==> src/rtl/axi_stream_pkg.sv <==
// Shared AXI-Stream helpers for the header insert/strip pair.
// Pure types and functions; no state.
// Not applicable: no handshake lives here.
package axi_stream_pkg;

  // Largest byte-lane count the keep helpers handle; callers zero-extend or truncate.
  localparam int MAX_BYTES = 64;
  localparam int CNT_W     = 7;

  typedef enum logic [1:0] {
    ST_IDLE = 2'd0,
    ST_BODY = 2'd1,
    ST_TAIL = 2'd2
  } axis_state_t;

  // Number of asserted keep bits.
  function automatic logic [CNT_W-1:0] keep_to_cnt(input logic [MAX_BYTES-1:0] keep);
    logic [CNT_W-1:0] c;
    c = '0;
    for (int i = 0; i < MAX_BYTES; i++) begin
      c = c + CNT_W'(keep[i]);
    end
    return c;
  endfunction

  // MSB-contiguous keep of cnt ones inside an nbytes-wide keep field.
  function automatic logic [MAX_BYTES-1:0] cnt_to_keep(input logic [CNT_W-1:0] cnt,
                                                       input int nbytes);
    logic [MAX_BYTES-1:0] k;
    k = '0;
    for (int i = 0; i < MAX_BYTES; i++) begin
      if ((i < nbytes) && (i >= nbytes - int'(cnt))) begin
        k[i] = 1'b1;
      end
    end
    return k;
  endfunction

endpackage

==> src/rtl/axis_byte_align.sv <==
// Byte realignment: splits a beat at lane n into header/carry and merges with the residual.
// Combinational, zero latency.
// No handshake; the caller decides when the results are used.
module axis_byte_align #(
  parameter int DATA_WD      = 32,
  parameter int DATA_BYTE_WD = DATA_WD / 8,
  parameter int BYTE_CNT_WD  = $clog2(DATA_BYTE_WD)
) (
  input  logic [DATA_WD-1:0]     residual,
  input  logic [DATA_WD-1:0]     data_in,
  input  logic [BYTE_CNT_WD-1:0] n,
  output logic [DATA_WD-1:0]     merged,
  output logic [DATA_WD-1:0]     shifted,
  output logic [DATA_WD-1:0]     header
);

  localparam int CW = BYTE_CNT_WD + 1;

  logic [CW-1:0]      rem;
  logic [DATA_WD-1:0] lead;

  // Lanes 0..n-1 slide to the bottom (header / tail of the previous beat);
  // lanes n.. slide to the top to become the next residual.
  always_comb begin
    rem     = CW'(DATA_BYTE_WD) - {1'b0, n};
    shifted = data_in << {n, 3'b000};
    lead    = (n == '0) ? '0 : (data_in >> {rem, 3'b000});
    header  = lead;
    merged  = residual | lead;
  end

endmodule

==> src/rtl/axi_stream_header_strip.sv <==
// Strips an n-byte (0..DATA_BYTE_WD-1) header from each packet, repacks the payload into full beats.
// Payload: 1 cycle after the 2nd accepted beat (1 cycle after the 1st for n=0 or single-beat); header 1 cycle after the 1st.
// ready_in follows the output register's free state and drops for the one TAIL cycle; header port has no backpressure.
module axi_stream_header_strip
  import axi_stream_pkg::*;
#(
  parameter int DATA_WD      = 32,
  parameter int DATA_BYTE_WD = DATA_WD / 8,
  parameter int BYTE_CNT_WD  = $clog2(DATA_BYTE_WD)
) (
  input  logic                    clk,
  input  logic                    rst_n,
  input  logic [BYTE_CNT_WD-1:0]  byte_strip_cnt,
  input  logic                    valid_in,
  input  logic [DATA_WD-1:0]      data_in,
  input  logic [DATA_BYTE_WD-1:0] keep_in,
  input  logic                    last_in,
  output logic                    ready_in,
  output logic                    valid_out,
  output logic [DATA_WD-1:0]      data_out,
  output logic [DATA_BYTE_WD-1:0] keep_out,
  output logic                    last_out,
  input  logic                    ready_out,
  output logic                    valid_hdr,
  output logic [DATA_WD-1:0]      data_hdr,
  output logic [DATA_BYTE_WD-1:0] keep_hdr
);

  localparam int CW = BYTE_CNT_WD + 1;

  axis_state_t              state, state_nxt;
  logic [BYTE_CNT_WD-1:0]   n_q, n_cur;
  logic [CW-1:0]            n_ext, k_in;
  logic [DATA_WD-1:0]       residual, res_nxt;
  logic [CW-1:0]            tail_cnt, tail_nxt;
  logic                     out_en, acc;
  logic                     emit, emit_last, hdr_fire;
  logic [DATA_WD-1:0]       emit_dat;
  logic [DATA_BYTE_WD-1:0]  emit_keep, hdr_keep;
  logic [DATA_WD-1:0]       merged, shifted, header;

  function automatic logic [DATA_BYTE_WD-1:0] msb_keep(input logic [CW-1:0] c);
    return DATA_BYTE_WD'(cnt_to_keep(CNT_W'(c), DATA_BYTE_WD));
  endfunction

  assign out_en   = !valid_out || ready_out;
  assign ready_in = (state != ST_TAIL) && out_en;
  assign acc      = valid_in && ready_in;
  // The strip count is live on the first beat and frozen for the rest of the packet.
  assign n_cur    = (state == ST_IDLE) ? byte_strip_cnt : n_q;
  assign n_ext    = {1'b0, n_cur};
  assign k_in     = CW'(keep_to_cnt(MAX_BYTES'(keep_in)));

  axis_byte_align #(
    .DATA_WD      (DATA_WD),
    .DATA_BYTE_WD (DATA_BYTE_WD),
    .BYTE_CNT_WD  (BYTE_CNT_WD)
  ) u_align (
    .residual (residual),
    .data_in  (data_in),
    .n        (n_cur),
    .merged   (merged),
    .shifted  (shifted),
    .header   (header)
  );

  // Header keep: n ones in the LSBs.
  always_comb begin
    hdr_keep = '0;
    for (int i = 0; i < DATA_BYTE_WD; i++) begin
      hdr_keep[i] = (i < int'(n_cur));
    end
  end

  // Next state and the beat (if any) to load into the output register.
  always_comb begin
    state_nxt = state;
    emit      = 1'b0;
    emit_dat  = '0;
    emit_keep = '0;
    emit_last = 1'b0;
    res_nxt   = residual;
    tail_nxt  = tail_cnt;
    hdr_fire  = 1'b0;
    case (state)
      ST_IDLE: begin
        if (acc) begin
          hdr_fire = 1'b1;
          res_nxt  = shifted;
          if (!last_in) begin
            state_nxt = ST_BODY;
            // n=0 is a straight pass-through: nothing is held back.
            if (n_cur == '0) begin
              emit      = 1'b1;
              emit_dat  = data_in;
              emit_keep = keep_in;
            end
          end else if (k_in > n_ext) begin
            emit      = 1'b1;
            emit_dat  = shifted;
            emit_keep = msb_keep(k_in - n_ext);
            emit_last = 1'b1;
          end
        end
      end
      ST_BODY: begin
        if (acc) begin
          emit    = 1'b1;
          res_nxt = shifted;
          if (n_cur == '0) begin
            emit_dat  = data_in;
            emit_keep = keep_in;
            emit_last = last_in;
            if (last_in) state_nxt = ST_IDLE;
          end else begin
            emit_dat  = merged;
            emit_keep = '1;
            if (last_in) begin
              if (k_in <= n_ext) begin
                emit_keep = msb_keep(CW'(DATA_BYTE_WD) - n_ext + k_in);
                emit_last = 1'b1;
                state_nxt = ST_IDLE;
              end else begin
                // Leftover bytes overflow this beat; flush them next cycle.
                tail_nxt  = k_in - n_ext;
                state_nxt = ST_TAIL;
              end
            end
          end
        end
      end
      ST_TAIL: begin
        if (out_en) begin
          emit      = 1'b1;
          emit_dat  = residual;
          emit_keep = msb_keep(tail_cnt);
          emit_last = 1'b1;
          state_nxt = ST_IDLE;
        end
      end
      default: state_nxt = ST_IDLE;
    endcase
  end

  // FSM state register.
  always_ff @(posedge clk or negedge rst_n) begin
    if (!rst_n) state <= ST_IDLE;
    else        state <= state_nxt;
  end

  // Packet context: strip count, carried bytes and tail length.
  always_ff @(posedge clk or negedge rst_n) begin
    if (!rst_n) begin
      n_q      <= '0;
      residual <= '0;
      tail_cnt <= '0;
    end else begin
      if (state == ST_IDLE && acc) n_q <= byte_strip_cnt;
      residual <= res_nxt;
      tail_cnt <= tail_nxt;
    end
  end

  // Payload output register; held while the downstream stalls.
  always_ff @(posedge clk or negedge rst_n) begin
    if (!rst_n) begin
      valid_out <= 1'b0;
      data_out  <= '0;
      keep_out  <= '0;
      last_out  <= 1'b0;
    end else if (out_en) begin
      valid_out <= emit;
      if (emit) begin
        data_out <= emit_dat;
        keep_out <= emit_keep;
        last_out <= emit_last;
      end
    end
  end

  // Header side port: one-cycle pulse per packet.
  always_ff @(posedge clk or negedge rst_n) begin
    if (!rst_n) begin
      valid_hdr <= 1'b0;
      data_hdr  <= '0;
      keep_hdr  <= '0;
    end else begin
      valid_hdr <= hdr_fire;
      if (hdr_fire) begin
        data_hdr <= header;
        keep_hdr <= hdr_keep;
      end
    end
  end

endmodule

==> config.mk <==
export PLATFORM = sky130hd
export DESIGN_NAME = axi_stream_header_strip
export DESIGN_NICKNAME = d
export VERILOG_FILES = /design/src/rtl/axi_stream_pkg.sv /design/src/rtl/axis_byte_align.sv /design/src/rtl/axi_stream_header_strip.sv
export SDC_FILE = /design/constraint.sdc
export NUM_CORES = 1
export LEC_CHECK = 0
export ABC_CLOCK_PERIOD_IN_PS = 11800
export CAP_MARGIN = 20
export CELL_PAD_IN_SITES_DETAIL_PLACEMENT = 0
export CELL_PAD_IN_SITES_GLOBAL_PLACEMENT = 1
export CORE_MARGIN = 1.5
export CORE_UTILIZATION = 35
export CTS_CLUSTER_DIAMETER = 80
export DETAILED_ROUTE_END_ITERATION = 10
export PLACE_DENSITY_LB_ADDON = 0.1
export RECOVER_POWER = 25
export SYNTH_ARGS = -nofsm -noshare
export SYNTH_HDL_FRONTEND = slang
export SYNTH_SLANG_ARGS = --single-unit
==> constraint.sdc <==
create_clock -name clk -period 11.8 [get_ports clk]
set_clock_uncertainty 0.15 [all_clocks]
set_input_delay 3.54 -clock clk [delete_from_list [all_inputs] [get_ports clk]]
set_output_delay 3.54 -clock clk [all_outputs]
set_load 0.005 [all_outputs]
==> summary.md <==
| Metric | Value |
|---|---|
| Post-synthesis xor/xnor area fraction | `0.00258` |
| Setup slack at placement | `approximately 3 ns` |
| Sequential share of power | `0.259` |
| Max-capacitance violation count | `3` |
| Internal power | `0.00150 W` |
| Initial Utilization | `0.360` |
| Vias in the first global route | `roughly 6400` |
| Number of synthesized flops with an enable pin | `0` |
| Hold-fix buffers, CTS | `0` |
| Worst-path clk slew | `0.06 ns` |
| Mux contribution to synthesized area | `0.0177` |
| Max Fclk | `112 MHz` |
| Largest net degree at the start of global routing | `72` |
| Hold Crit Class | `flop to flop` |
| Ys flop type | `dfrtp_1` |
| Critical path type | `primary input to output pin` |
| Sequential share of the synthesized area | `0.417` |
| Filler cells | `1817` |
| # resized after CTS | `0` |
| CTS max path bufs | `2` |
| Drc violations | `0` |
| TritonCTS buffer count | `17` |
| Fraction of layout cells with a size suffix above 1 | `0.0760` |
| Power density cells | `302 mW/mm²` |
| CP Launch Type | `primary input` |
| Synth unique cells | `68` |
| Slew Limit Fails | `160` |
| Clk_lat worst skew | `0.42 ns` |
| Final worst slack | `2.91 ns` |
| Worst slew pin tran | `4.00 ns` |
| Diode count | `0` |
| Logic pwr share | `0.543` |
| Setup tns final | `0 ns` |
| Flop and latch count out of synthesis | `113` |
| Count of final setup violators | `0` |
| Ys Warns | `0` |
| Reg2reg end | `keep_out[3]` |
| Hold Path Sink | `data_hdr[14]` |
| Synth Area in Simple Gates | `0.147` |
| Syn avg cell area | `roughly 9.2 µm²` |
| FF-to-FF path depth | `12` |
| Initial antenna violation count | `0` |
| Layout area overhead | `28.2%` |
| Full die area | `0.0202 mm²` |
| Nets | `891` |
| Peak supply drop | `~0.13 mV` |
| HP Start | `data_hdr[14]` |
| Register Area | `0.00283 mm²` |
| Root buf cell | `clkbuf_16` |
| Placed Cells incl. Taps | `1070` |
| I/O Pins | `119` |
| Failing checks | `capacitance limit, slew limit` |
| R2R Setup Slk | `7.08 ns` |
| Sw power | `around 0.0011 W` |
| Hold Crit Depth | `2` |
| Syn Std Cell Area | `0.00678 mm²` |
| Most common cell after layout, fill and taps aside | `clkdlybuf4s50_1` |
| H-tree depth | `4` |
| Hpwl dp | `17200 µm` |
| Via density | `5.88` |
| IO Port Bufs | `117` |
| Antenna Nets Post-Route | `0` |
| Routed wire length | `approximately 25000 µm` |
| Adder-cell area share of the yosys netlist | `0.0395` |
| Critical Path End Type | `output pin` |
| Die Wd | `142 µm` |
| Initial drt markers | `about 530` |
| Sw frac | `0.428` |
| Routed length per instance | `23.1 µm` |
| Commonest non-fill, non-tap cells in the layout | `clkdlybuf4s50_1, dfrtp_1, nand2_1` |
| Pre-antenna DRT Iters | `5` |
| Final min period | `8.89 ns` |
| First-pass GRT wire length | `38800 µm` |
| CTS tree | `done` |
| Row Count | `50` |
| Slew headroom | `-1.67` |
| Ys async rst share | `1.00` |
| Pleak | `3.75 nW` |
| Outcome | `finished with violations` |
| Final Hold Viols | `0` |
| Hold_ws | `0.326 ns` |
| Total track usage | `0.257` |
| Non-Filler Instances | `~1100` |
| Clock sinks | `113` |
| Compound-cell area share of the yosys netlist | `0.316` |
| CP Max Fanout | `10` |
| Reg2reg start | `state[1]` |
| Placer Congestion | `0.883` |
| Main combinational cell family by area after synthesis | `compound AO/OA/AOI/OAI gates` |
| Tcrit/Tclk final | `0.754` |
| Clock share of power | `0.198` |
| Critical Path AT | `roughly 5.2 ns` |
| Gate Count Post-Synth | `735` |
| Critical path required time | `between 8 and 9 ns` |
| Vias | `6483` |
| Multi-input gate area | `0.00357 mm²` |
| Core area | `0.0188 mm²` |
| RSZ-0062 raised after global routing | `false` |
| GRT overflow | `0` |
| Synthesized Nets | `797` |
| Die Y | `142 µm` |
| Buffers inserted by post-CTS timing repair | `0` |
## cells in the mapped netlist, drive strengths merged (12+ instances only)
master / number / area, µm²
inv: 35 / 131
and3: 22 / 138
o21ai: 44 / 224
ha: 15 / 188
a22o: 16 / 140
nor2: 44 / 185
clkbuf: 24 / 90.1
o221ai: 17 / 149
buf: 30 / 183
nand2: 106 / 400
a211oi: 19 / 155
a31oi: 20 / 125
a21oi: 38 / 194
a21o: 21 / 158
o211ai: 13 / 97.6
dfrtp: 113 / 2830
mux2i: 12 / 120
## worst max-delay path, stage by stage
cell and delay (ns):
dlygate4sd3_1 0.55, nor2b_1 0.58, nor2_1 0.07, clkdlybuf4s50_1 0.46
## routing by layer
| metal | up-vias | share of wire | track usage |
|---|---|---|---|
| met3 | 35 | 0.064 | 0.0474 |
| met4 | 0 | 0.014 | 0.0662 |
| met5 | - | 0 | 0 |
| li1 | 2947 | - | - |
| met2 | 244 | 0.48 | 0.415 |
| met1 | 3257 | 0.45 | 0.355 |
## power by group through the flow
stage          Combinational (W)  Sequential, W  Clock (W)
2_1_floorplan           0.000902       0.000661          0
3_3_place_gp             0.00139       0.000678          0
3_5_place_dp             0.00141       0.000682          0
4_1_cts                  0.00142       0.000679   0.000526
5_1_grt                  0.00156       0.000699   0.000547
6_report                 0.00142       0.000680   0.000519
## per-stage QoR
step / instance area, µm² / total power (W) / utilization
after CTS: 8710 / 0.00263 / 0.462
after global placement: 8110 / 0.00207 / 0.431
final: 8690 / 0.00262 / 0.462
after detailed placement: 8110 / 0.00210 / 0.431
after floorplan: 6780 / 0.00156 / -
after global routing: 8690 / 0.00280 / 0.462
## worst max path at each step
stage | startpoint | to | slack (ns) | cells after the start
floorplan | ready_out | ready_in | 4.26 | 3
detailed placement | ready_out | ready_in | 3.04 | 4
finish | ready_out | ready_in | 2.91 | 4
global placement | ready_out | ready_in | 3.04 | 4
CTS | ready_out | ready_in | 3.04 | 4
global route | rst_n | data_hdr[29] | 1.60 | 2
## area by class of cell
| class | instances | share of cell area |
|---|---|---|
| clock inverter | 9 | 0.0121 |
| clock buffer | 23 | 0.0561 |
| timing repair buffer | 129 | 0.143 |
| sequential | 113 | 0.325 |
| multi-input combinational | 532 | 0.410 |
| tap | 260 | 0.0374 |
| inverter | 36 | 0.0155 |
## cell families after synthesis
group	Yosys count
buffers and inverters	90
and+or+nand+nor	213
other	1
AOI/OAI and AO/OA	285
DFF	113
adders and majority gates	19
xor gates and xnor gates	2
muxes	12
## flip-flops by register name, indices dropped and copies added (netlist names)
register,cells
tail_cnt,3
keep_hdr,3
data_out,32
n_q,2
valid_out,1
state,2
data_hdr,32
valid_hdr,1
keep_out,4
last_out,1
residual,32
Power figures use the tool's default switching activity.
